### src/rtl/uart_rx_frame.sv
// 8N1 UART receiver with a mid-bit sampling FSM feeding a small receive FIFO.
// Bad stop bits and FIFO overruns are reported as single-cycle pulses.
module uart_rx_frame #(
    parameter int CLKS_PER_BIT = 868,
    parameter int FIFO_DEPTH   = 4
) (
    input  logic       clk_i,
    input  logic       async_rst_i,
    input  logic       rx_i,
    output logic [7:0] data_o,
    output logic       valid_o,
    input  logic       ready_i,
    output logic       frame_err_o,
    output logic       overrun_o,
    output logic       busy_o
);
    localparam int          AW        = $clog2(FIFO_DEPTH);
    localparam logic [15:0] BIT_LAST  = 16'(CLKS_PER_BIT - 1);
    localparam logic [15:0] HALF_LAST = 16'(CLKS_PER_BIT / 2 - 1);

    typedef enum logic [2:0] {IDLE, START, DATA, STOP, WAIT_HIGH} state_t;

    state_t          state_q, state_d;
    logic [1:0]      sync_q;
    logic            rx_s;
    logic [15:0]     cnt_q;
    logic [2:0]      bit_idx_q;
    logic [7:0]      shift_q;
    logic            bit_tick, cnt_clr, shift_en, push, ferr_set;

    logic [FIFO_DEPTH-1:0][7:0] mem_q;
    logic [AW-1:0]   wr_ptr_q, rd_ptr_q;
    logic [AW:0]     count_q;
    logic            full, pop, push_ok, overrun_d;

    always_ff @(posedge clk_i or negedge async_rst_i) begin
        if (!async_rst_i) sync_q <= 2'b11;
        else              sync_q <= {sync_q[0], rx_i};
    end
    assign rx_s     = sync_q[1];
    assign bit_tick = (cnt_q == BIT_LAST);

    always_ff @(posedge clk_i or negedge async_rst_i) begin
        if (!async_rst_i) state_q <= IDLE;
        else              state_q <= state_d;
    end

    always_comb begin
        state_d = state_q;
        case (state_q)
            IDLE:      if (!rx_s) state_d = START;
            START:     if (cnt_q == HALF_LAST) state_d = rx_s ? IDLE : DATA;
            DATA:      if (bit_tick && bit_idx_q == 3'd7) state_d = STOP;
            STOP:      if (bit_tick) state_d = rx_s ? IDLE : WAIT_HIGH;
            WAIT_HIGH: if (rx_s) state_d = IDLE;
            default:   state_d = IDLE;
        endcase
    end

    always_comb begin
        busy_o   = (state_q != IDLE);
        shift_en = (state_q == DATA) && bit_tick;
        push     = (state_q == STOP) && bit_tick && rx_s;
        ferr_set = (state_q == STOP) && bit_tick && !rx_s;
        cnt_clr  = (state_q == IDLE) || (state_q == WAIT_HIGH)
                || ((state_q == START) && (cnt_q == HALF_LAST))
                || (((state_q == DATA) || (state_q == STOP)) && bit_tick);
    end

    always_ff @(posedge clk_i or negedge async_rst_i) begin
        if (!async_rst_i) begin
            cnt_q     <= '0;
            bit_idx_q <= '0;
            shift_q   <= '0;
        end else begin
            cnt_q <= cnt_clr ? 16'd0 : cnt_q + 16'd1;
            if (state_q == IDLE) bit_idx_q <= '0;
            else if (shift_en)   bit_idx_q <= bit_idx_q + 3'd1;
            // LSB arrives first, so shifting right leaves bit 0 in place after 8 samples
            if (shift_en) shift_q <= {rx_s, shift_q[7:1]};
        end
    end

    assign full      = (count_q == (AW+1)'(FIFO_DEPTH));
    assign valid_o   = (count_q != '0);
    assign pop       = valid_o && ready_i;
    assign push_ok   = push && (!full || pop);
    assign overrun_d = push && full && !pop;
    assign data_o    = valid_o ? mem_q[rd_ptr_q] : 8'h00;

    always_ff @(posedge clk_i or negedge async_rst_i) begin
        if (!async_rst_i) begin
            mem_q       <= '0;
            wr_ptr_q    <= '0;
            rd_ptr_q    <= '0;
            count_q     <= '0;
            frame_err_o <= 1'b0;
            overrun_o   <= 1'b0;
        end else begin
            if (push_ok) begin
                mem_q[wr_ptr_q] <= shift_q;
                wr_ptr_q        <= wr_ptr_q + 1'b1;
            end
            if (pop) rd_ptr_q <= rd_ptr_q + 1'b1;
            case ({push_ok, pop})
                2'b10:   count_q <= count_q + 1'b1;
                2'b01:   count_q <= count_q - 1'b1;
                default: count_q <= count_q;
            endcase
            frame_err_o <= ferr_set;
            overrun_o   <= overrun_d;
        end
    end
endmodule
### config.mk
export PLATFORM = sky130hd
export DESIGN_NAME = uart_rx_frame
export DESIGN_NICKNAME = d
export VERILOG_FILES = /design/src/rtl/uart_rx_frame.sv
export SDC_FILE = /design/constraint.sdc
export NUM_CORES = 1
export LEC_CHECK = 0
export ABC_AREA = 1
export CELL_PAD_IN_SITES_DETAIL_PLACEMENT = 1
export CELL_PAD_IN_SITES_GLOBAL_PLACEMENT = 1
export CORE_MARGIN = 3
export CORE_UTILIZATION = 34
export CTS_CLUSTER_SIZE = 10
export DETAILED_ROUTE_END_ITERATION = 16
export PLACE_DENSITY = 0.6
export SYNTH_ARGS = -nofsm -noshare
export SYNTH_HDL_FRONTEND = slang
export SYNTH_SLANG_ARGS = --single-unit
### constraint.sdc
create_clock -name clk_i -period 4.8 [get_ports clk_i]
set_clock_uncertainty 0.1 [all_clocks]
set_input_delay 1.44 -clock clk_i [delete_from_list [all_inputs] [get_ports clk_i]]
set_output_delay 1.44 -clock clk_i [all_outputs]
set_load 0.02 [all_outputs]
### After elaboration in Yosys (flattened, before gate mapping)

Index checks and enable logic that the tools add are counted.

| operators by class | value |
|---|---|
| reduce and logical (&&, ||, !) cells | 26 |
| $add $sub $neg | 6 |
| $lt $le $gt $ge | 3 |
| equality and inequality tests | 15 |
| mux-type cells | 18 |

Operators with widths:

| kind | number |
|---|---|
| 32-bit bitwise mux | 1 |
| 3-bit two-way mux | 8 |
| 8-bit two-way mux | 3 |
| 16-bit by 1-bit adder with 16-bit output (second input constant) | 1 |
| 8-bit binary-select mux with 2-bit select | 1 |
| 8-bit demux with 2-bit select | 1 |
| 16-bit by 10-bit == test with 1-bit output (second input constant) | 1 |
| 16-bit by 9-bit == test with 1-bit output (second input constant) | 1 |
| 16-bit two-way mux | 1 |
| 3-bit one-hot mux with 5 select lines | 1 |
| 1-bit logical AND | 12 |
| 2-bit != test (second input constant) | 5 |
| 3-bit == test (second input constant) | 3 |
| 3-bit by 1-bit adder with 3-bit output (second input constant) | 2 |
| 3-bit by 2-bit == test with 1-bit output (second input constant) | 2 |
| 2-bit by 3-bit < comparator with 1-bit output (second input constant) | 2 |
| 3-bit one-hot mux with 2 select lines | 1 |
| 3-bit nonzero test | 2 |
| 1-bit logical OR | 5 |
| 5-bit AND reduction | 1 |
| 2-bit by 1-bit adder with 2-bit output (second input constant) | 2 |
| 2-bit nonzero test | 2 |
| 3-bit by 1-bit == test with 1-bit output (second input constant) | 1 |
| 1-bit logical NOT | 3 |
| 6 further kinds | 6 |

| word-level totals | value |
|---|---|
| output and inout bits | 12 |
| register bits | 73 |

### Depth between registers and ports, before layout

Gate-level depths: netlist of the first run.

| logic depth | value |
|---|---|
| depth after elaboration | 6 |
| depth in mapped cells | 16 |
| mapped depth without buffers | 16 |

### Least setup slack after synthesis of the first run

No wires, ideal clock.

| timing | value |
|---|---|
| kind | register to output |
| start point | register rd_ptr_q[0] |
| end point | output data_o[5] |
| slack | 1817 ps |
| stages on the path, launching flop included | 7 |
| arrival | 1443 ps |
| buffers on the path | 2 |
| path through | dfrtp_1 clkbuf_1 inv_1 clkbuf_1 a21oi_1 o21ai_0 a21oi_1 |

| between the ends | value |
|---|---|
| word-level cells in the longest chain between the ends | 3 |

Ends and longest elaborated chain:

| what | line | RTL |
|---|---|---|
| start, declared | 32 | `logic [AW-1:0] wr_ptr_q, rd_ptr_q;` |
| start signal, assigned | 104 | `if (pop) rd_ptr_q <= rd_ptr_q + 1'b1;` |
| 8-bit binary-select mux with 2-bit select | 89 | `assign data_o = valid_o ? mem_q[rd_ptr_q] : 8'h00;` |
| 8-bit two-way mux (implied by the code) | 89 |  |
| 8-bit two-way mux | 89 |  |
| end, declared | 10 | `output logic [7:0] data_o,` |

Every way passes these cells. The select of a mux whose other input is x is not followed.

### Final worst setup path of the first run

| timing | value |
|---|---|
| start point | register rd_ptr_q[0] |
| end point | output data_o[2] |

Same word-level chain as after synthesis.

==> impl_results.md, run 1 <==
- Final WS setup: about 790 ps
- Post-CTS sizing: 0
- Setup-failing EPs final: 0
- Maximum VDD drop: 0.000181 V
- GR Util All Layers: 0.170
- Commonest non-fill, non-tap cell in the layout: nand2_1
- Cell family with most CP delay: buffers and inverters
- Gate Count Post-Synth: between 400 and 500
- Final GP Congestion: 0.758
- Worst Path Required: 3260 ps
- Most frequent CP cell: a21oi_1
- Dpl ws: around 1100 ps
- Critical path type: flip-flop to output pin
- Root Buffer: clkbuf_8
- CTS Hold Buffers Added: 0
- Slew HR: 0.352
- Fin. Hold Viols: 0
- Lkg Pwr: ~0.0020 uW
- Synth area leaders: dfrtp_1 (49%), nand2_1 (10%), o21ai_0 (6.5%)
- Flop pwr share: 0.420
- Syn Nets: 442
- Dominant cell type by area after synthesis: dfrtp_1
- Internal power: 1090 uW
- Total negative slack: 0 ps
- Ant diodes: 0
- Critical Path End Type: output pin
- Seq cells post-synth: 73
- Fin crit period: 4010 ps
- Highest clock rate: 0.249 GHz
- Startpoint Class: flip-flop
- RSZ-0062 raised after global routing: no
- DR iter-0 viols: 105
- Initial antenna violation count: 0
- Distinct cell type count after synthesis: 32
- Max stage delay on crit path: around 630 ps
- Net load switching power: ~540 uW
- Area Overhead vs Synth: 12.7%
- Worst setup path start: rd_ptr_q[0]$_DFFE_PN0P_
- Worst R2R Setup Slack: 2350 ps
- Most frequent cells in the layout: nand2_1 (99), dfrtp_1 (71), inv_1 (54)
- DR DRC count: 0
- DP HPWL: 6360 um
- Sequential area share after synthesis: 0.507
- Clk network pwr share: 0.309
- Total wire length: 8740 um
- Routed length per placed instance: 15.0 um
- # IOs: 16
- Largest net degree at the start of global routing: 74
- Synth Flop Type: dfrtp_1
- Num CTS Buffers: 9
- Setup Fix Bufs, Post-CTS: 0
- CP max stage cell: clkdlybuf4s50_1
- Final Cycle Share: 0.835
- Final #Nets: 458
- Post-synth top area share: 0.493
- Outcome: finished, final reports clean
- Worst Max-Slew Pin Slew: 973 ps
- Crit Path Max Fanout: 18
- Initial Utilization: 0.359
- Number of global-route vias before repair: 3083
- Global-route wire length before repair: 15400 um
- Grt ovf: 0
- CTS Sinks: between 70 and 80
- Die width: 109 um
- Crit path arrival time: 2470 ps
- Worst hold path type: flip-flop to flip-flop
- Logic pwr share: 0.272
- Worst flop-to-flop path startpoint: cnt_q[0]$_DFF_PN0_
- Synthesized area: 3610 um^2
- Core area: between 10000 and 15000 um^2
- DRT antenna net count: 0
- Clock Latency Late Sink: 360 ps
- Critical path, cell by cell: inv_1 > a21oi_1 > o21ai_0 > a21oi_1 > clkdlybuf4s50_1
- Clock Tree Buf Depth: 2
- Max Cap Viol: 0
- Hold path start: sync_q[0]$_DFF_PN1_
- Slew Viols, Final: 0
- Synth warn: 0
- H-tree depth: 3
- Initial DRT Pass Iterations: 4
- Die H: 109 um
- Reg clk slew, reported paths: around 70 ps
- Num rows: 36
- Sw frac: 0.332
- Syn avg cell area: between 8 and 9 um^2
- Layout cells sized above 1: 0.0889
- Vias post-DR: 2818
- Bufs and invs on worst path: 2
- CTS tree: done
- Fillers: 1195
- Die ar.: 11900 um^2
- Port Buf Inserts: 15
- Power per Cell Area: around 400 nW/um^2
- Post-synth ARST share: 1.00
- Via density: 4.83
- EDFF count, synth: 0
## metal layers
layer	global-route usage	wire length, um	vias up
met3	0.0272	142	14
met4	0.0866	218	0
met2	0.266	4100	24
met1	0.227	4280	1382
met5	0	0	-
li1	-	-	1398
## through the flow
step           cell area [um^2]  total power, uW  std cells  utilization  hold WS, ps
2_1_floorplan              3610              951        429            -          245
3_3_place_gp               3860             1130        567        0.384          246
3_5_place_dp               3860             1150        567        0.384          247
4_1_cts                    4060             1650        583        0.405          258
5_1_grt                    4060             1740        583        0.405          261
6_report                   4060             1630        583        0.405          257
## worst paths after layout
path                       depth (start not counted)             endpoint
setup / recovery                                   5            data_o[2]
setup reg to reg                                   8   cnt_q[8]$_DFF_PN0_
hold reg to reg                                    0  sync_q[1]$_DFF_PN1_
hold / removal                                     0  sync_q[1]$_DFF_PN1_
min in group asynchronous                          1  cnt_q[15]$_DFF_PN0_
max in group asynchronous                          1   cnt_q[0]$_DFF_PN0_
## power by group through the flow
| stage | clock network (uW) | registers [uW] | logic (uW) |
|---|---|---|---|
| after floorplan | 0 | 664 | 287 |
| after global placement | 0 | 692 | 440 |
| after detailed placement | 0 | 696 | 450 |
| after CTS | 519 | 683 | 453 |
| after global routing | 551 | 692 | 495 |
| final | 502 | 682 | 442 |
## worst register-to-register path, cell delays in order, from the launching register on
cell       delay (ps)
dfrtp_1           420
ha_1              270
nand3_1           120
nor2_2             40
nand2_2            80
inv_2              80
nand2_1           450
o2111ai_2         570
nor2_1            230
## Yosys cell counts, types with 2 or more instances
cell type,n
nor3_1,4
ha_1,8
nand2_1,99
o21ai_0,47
dfrtp_1,71
o21ai_1,11
buf_4,2
clkbuf_1,4
buf_2,2
inv_2,2
nand4_1,3
nor2_1,40
nor2_2,4
inv_1,54
xnor2_1,2
nand3_1,16
a21oi_1,27
nor2_4,2
buf_6,2
mux2_2,7
xor2_1,10
dfstp_2,2
## sequential cells by signal, summed over array words and instances (netlist names)
register,cells
wr_ptr_q,2
cnt_q,16
sync_q,2
overrun_o,1
state_q,3
count_q,3
rd_ptr_q,2
mem_q,32
frame_err_o,1
bit_idx_q,3
shift_q,8
## area by class of cell
cell class / count / area [um^2] / area share
clock buffers: 11 / 151 / 0.0373
multi-input cells: 290 / 1510 / 0.370
inverters: 56 / 210 / 0.0517
clock inverters: 5 / 53.8 / 0.0132
repair buffers: 15 / 148 / 0.0363
flip-flops and latches: 73 / 1830 / 0.450
well taps: 133 / 166 / 0.0409
## cell families (layout without fill, tap and decap cells)
family                   count (synthesis)  after routing  share of synthesized area
adder cells (fa/ha/maj)                  9              9                     0.0333
AO/OA/AOI/OAI                           88             88                      0.126
multiplexers                             7              7                     0.0219
flip-flops                              73             73                      0.507
XOR/XNOR                                12             12                     0.0291
buffers and inverters                   66             87                     0.0756
AND/OR/NAND/NOR                        174            174                      0.207
Power figures use the tool's default switching activity.
==> run 2, diff against run 1 <==
Settings changed: PLACE_DENSITY 0.6 to 0.62.
Clock period 4.8 ns to 3.55 ns, I/O delays scaled along.
==> impl_results.md, run 2 (synthesized netlist as in run 1, its figures left out) <==
- Outcome: finished, final reports clean
- Final #Nets: 460 (+0.44%)
- Dpl cell area: 3870 um^2 (+0.39%)
- Worst Max-Slew Pin Slew: 953 ps (-20.0 ps)
- DR iter-0 viols: 106 (+0.95%)
- H-tree depth: 3 (unchanged)
- Highest clock rate: 0.311 GHz
- Commonest non-fill, non-tap cell in the layout: nand2_1
- Setup Fix Bufs, Post-CTS: 0 (unchanged)
- Ant diodes: 0 (unchanged)
- Startpoint Class: flip-flop
- Max Cap Viol: 0 (unchanged)
- Slew Viols, Final: 0 (unchanged)
- Most frequent cells in the layout: nand2_1 (99), dfrtp_1 (70), inv_1 (54)
- Reg2reg path depth: 8 (unchanged)
- Clock Latency Late Sink: 330 ps (-30 ps)
- Via density: 4.85 (+0.29%)
- Worst setup path start: rd_ptr_q[1]$_DFFE_PN0P_
- Cell family with most CP delay: buffers and inverters
- Worst setup path endpoint: data_o[7]
- Internal power: 1510 uW (+39%)
- Slew HR: 0.365 (+0.0133)
- Worst Path Required: 2380 ps (-880 ps)
- Hold slack: 259 ps (+2.60 ps)
- Design area: 4090 um^2 (+0.74%)
- Total wire length: 8480 um (-2.9%)
- Flop pwr share: 0.403 (-0.017)
- Final GP Congestion: 0.790 (+4.2%)
- Top Registers: mem_q: 32 flops, cnt_q: 16 flops, shift_q: 8 flops
- Maximum VDD drop: 0.000245 V (+35%)
- Net load switching power: 729 uW (+35%)
- Total negative slack: 0 ps (unchanged)
- Logic pwr share: 0.279 (+0.007)
- Clock Tree Buf Depth: 2 (unchanged)
- DR DRC count: 0 (unchanged)
- Power per Cell Area: 548 nW/um^2 (+37%)
- CTS Sinks: 73 (unchanged)
- Layout cells sized above 1: 0.0951 (+0.00624)
- Worst flop-to-flop path startpoint: cnt_q[0]$_DFF_PN0_
- DRT antenna net count: 0 (unchanged)
- Die H: 109 um (unchanged)
- Worst hold path type: flip-flop to flip-flop
- Initial DRT Pass Iterations: 4 (unchanged)
- Max stage delay on crit path: 620 ps (about the same)
- GR Util All Layers: 0.162 (-0.00821)
- RSZ-0062 raised after global routing: no
- Critical path type: flip-flop to output pin
- Largest reg by FF count: mem_q
- Setup-failing EPs final: 0 (unchanged)
- Core area: 10000 um^2 (unchanged)
- Routed length per placed instance: 14.5 um (-3.3%)
- Clk network pwr share: 0.318 (+0.009)
- Bufs and invs on worst path: 2 (unchanged)
- Critical path, cell by cell: inv_1 > a21oi_1 > o21ai_0 > a21oi_1 > clkdlybuf4s50_1
- Critical Path End Type: output pin
- Grt ovf: 0 (unchanged)
- Area Overhead vs Synth: 13.5%
- Port Buf Inserts: 15 (unchanged)
- Most frequent CP cell: a21oi_1
- Num CTS Buffers: 9 (unchanged)
- # IOs: 16 (unchanged)
- Fin. Hold Viols: 0 (unchanged)
- DP HPWL: 6160 um (-3.1%)
- WP depth: 5 (unchanged)
- Crit path arrival time: 2050 ps (-420 ps)
- Die width: 109 um (unchanged)
- Root Buffer: clkbuf_8
- Fin crit period: around 3200 ps
- Sw frac: 0.325 (-0.00731)
- Critical R2R Capture: cnt_q[0]$_DFF_PN0_
- Final Cycle Share: 0.907
- Initial Utilization: 0.359 (unchanged)
- Largest net degree at the start of global routing: 74 (unchanged)
- Lkg Pwr: 0.00202 uW (+0.40%)
- Worst R2R Setup Slack: 1160 ps (-1190 ps)
- Initial antenna violation count: 0 (unchanged)
- Reg clk slew, reported paths: 80 ps (about the same)
- CTS tree: done
- Num rows: 36 (unchanged)
- Global-route wire length before repair: 15200 um (-1.2%)
- Fillers: 1220 (+2.1%)
- Largest register FFs: 32 (unchanged)
- Crit Path Max Fanout: 10 (-8)
- Vias post-DR: 2836 (+0.64%)
- Number of global-route vias before repair: 3128 (+1.5%)
- CP max stage cell: clkdlybuf4s50_1
- Die ar.: 11900 um^2 (unchanged)
-- run 2: cell count changes in the layout (fill, tap and decap cells not counted), sizes merged --
| cell | previous run | this run |
|---|---|---|
| clkbuf | 11 | 9 |
| clkinvlp | 0 | 1 |
| buf | 1 | 3 |
| bufinv | 1 | 2 |
-- run 2: metrics by stage --
stage	instances	power (uW)	util	worst slack, ps
after floorplan	429	1290	-	942
after global placement	569	1540	0.386	660
after detailed placement	569	1560	0.386	543
after CTS	585	2300	0.407	164
after global routing	585	2390	0.408	102
final	585	2240	0.408	331
-- run 2: what timing repair did --
item,4_1_cts,5_1_grt
endpoints found under the setup margin,0,1
resized for setup,0,1
endpoints found under the hold margin,0,0
hold buffers,0,0
-- run 2: worst reg2reg max path, stage by stage (launching register included) --
cell,delay (ps)
dfrtp_1,410
ha_1,260
nand3_1,110
nor2_2,40
nand2_2,100
inv_2,90
nand2_1,380
o2111ai_2,540
nor2_1,260
-- run 2: layer usage --
metal	up-vias	global-route usage	share of wire	wire (um)
met5	-	0	0	0
met4	0	0.0460	0.0093	79
met3	6	0.0219	0.022	187
met2	26	0.262	0.46	3930
li1	1408	-	-	-
met1	1396	0.226	0.50	4280
-- run 2: how the worst min path moves through the flow --
stage                   startpoint                   to  slack, ps  depth (start not counted)
2_1_floorplan  sync_q[0]$_DFF_PN1_  sync_q[1]$_DFF_PN1_        250                          0
3_3_place_gp   sync_q[0]$_DFF_PN1_  sync_q[1]$_DFF_PN1_        250                          0
3_5_place_dp   sync_q[0]$_DFF_PN1_  sync_q[1]$_DFF_PN1_        250                          0
4_1_cts        sync_q[0]$_DFF_PN1_  sync_q[1]$_DFF_PN1_        260                          0
5_1_grt        sync_q[0]$_DFF_PN1_  sync_q[1]$_DFF_PN1_        260                          0
6_report       sync_q[0]$_DFF_PN1_  sync_q[1]$_DFF_PN1_        260                          0
-- run 2: layout make-up --
class	instances	area [um^2]	area share
Clock buffer	9	124	0.0303
Clock inverter	7	95.1	0.0232
Inverter	56	210	0.0513
Multi-Input combinational cell	290	1510	0.368
Sequential cell	73	1830	0.447
Tap cell	133	166	0.0406
Timing Repair Buffer	17	163	0.0397
-- run 2: power groups by stage --
stage                     combinational (uW)  sequential (uW)  clock (uW)
final                                    626              904         713
after global routing                     702              911         781
after CTS                                647              902         747
after detailed placement                 645              919           0
after global placement                   629              915           0
after floorplan                          388              898           0
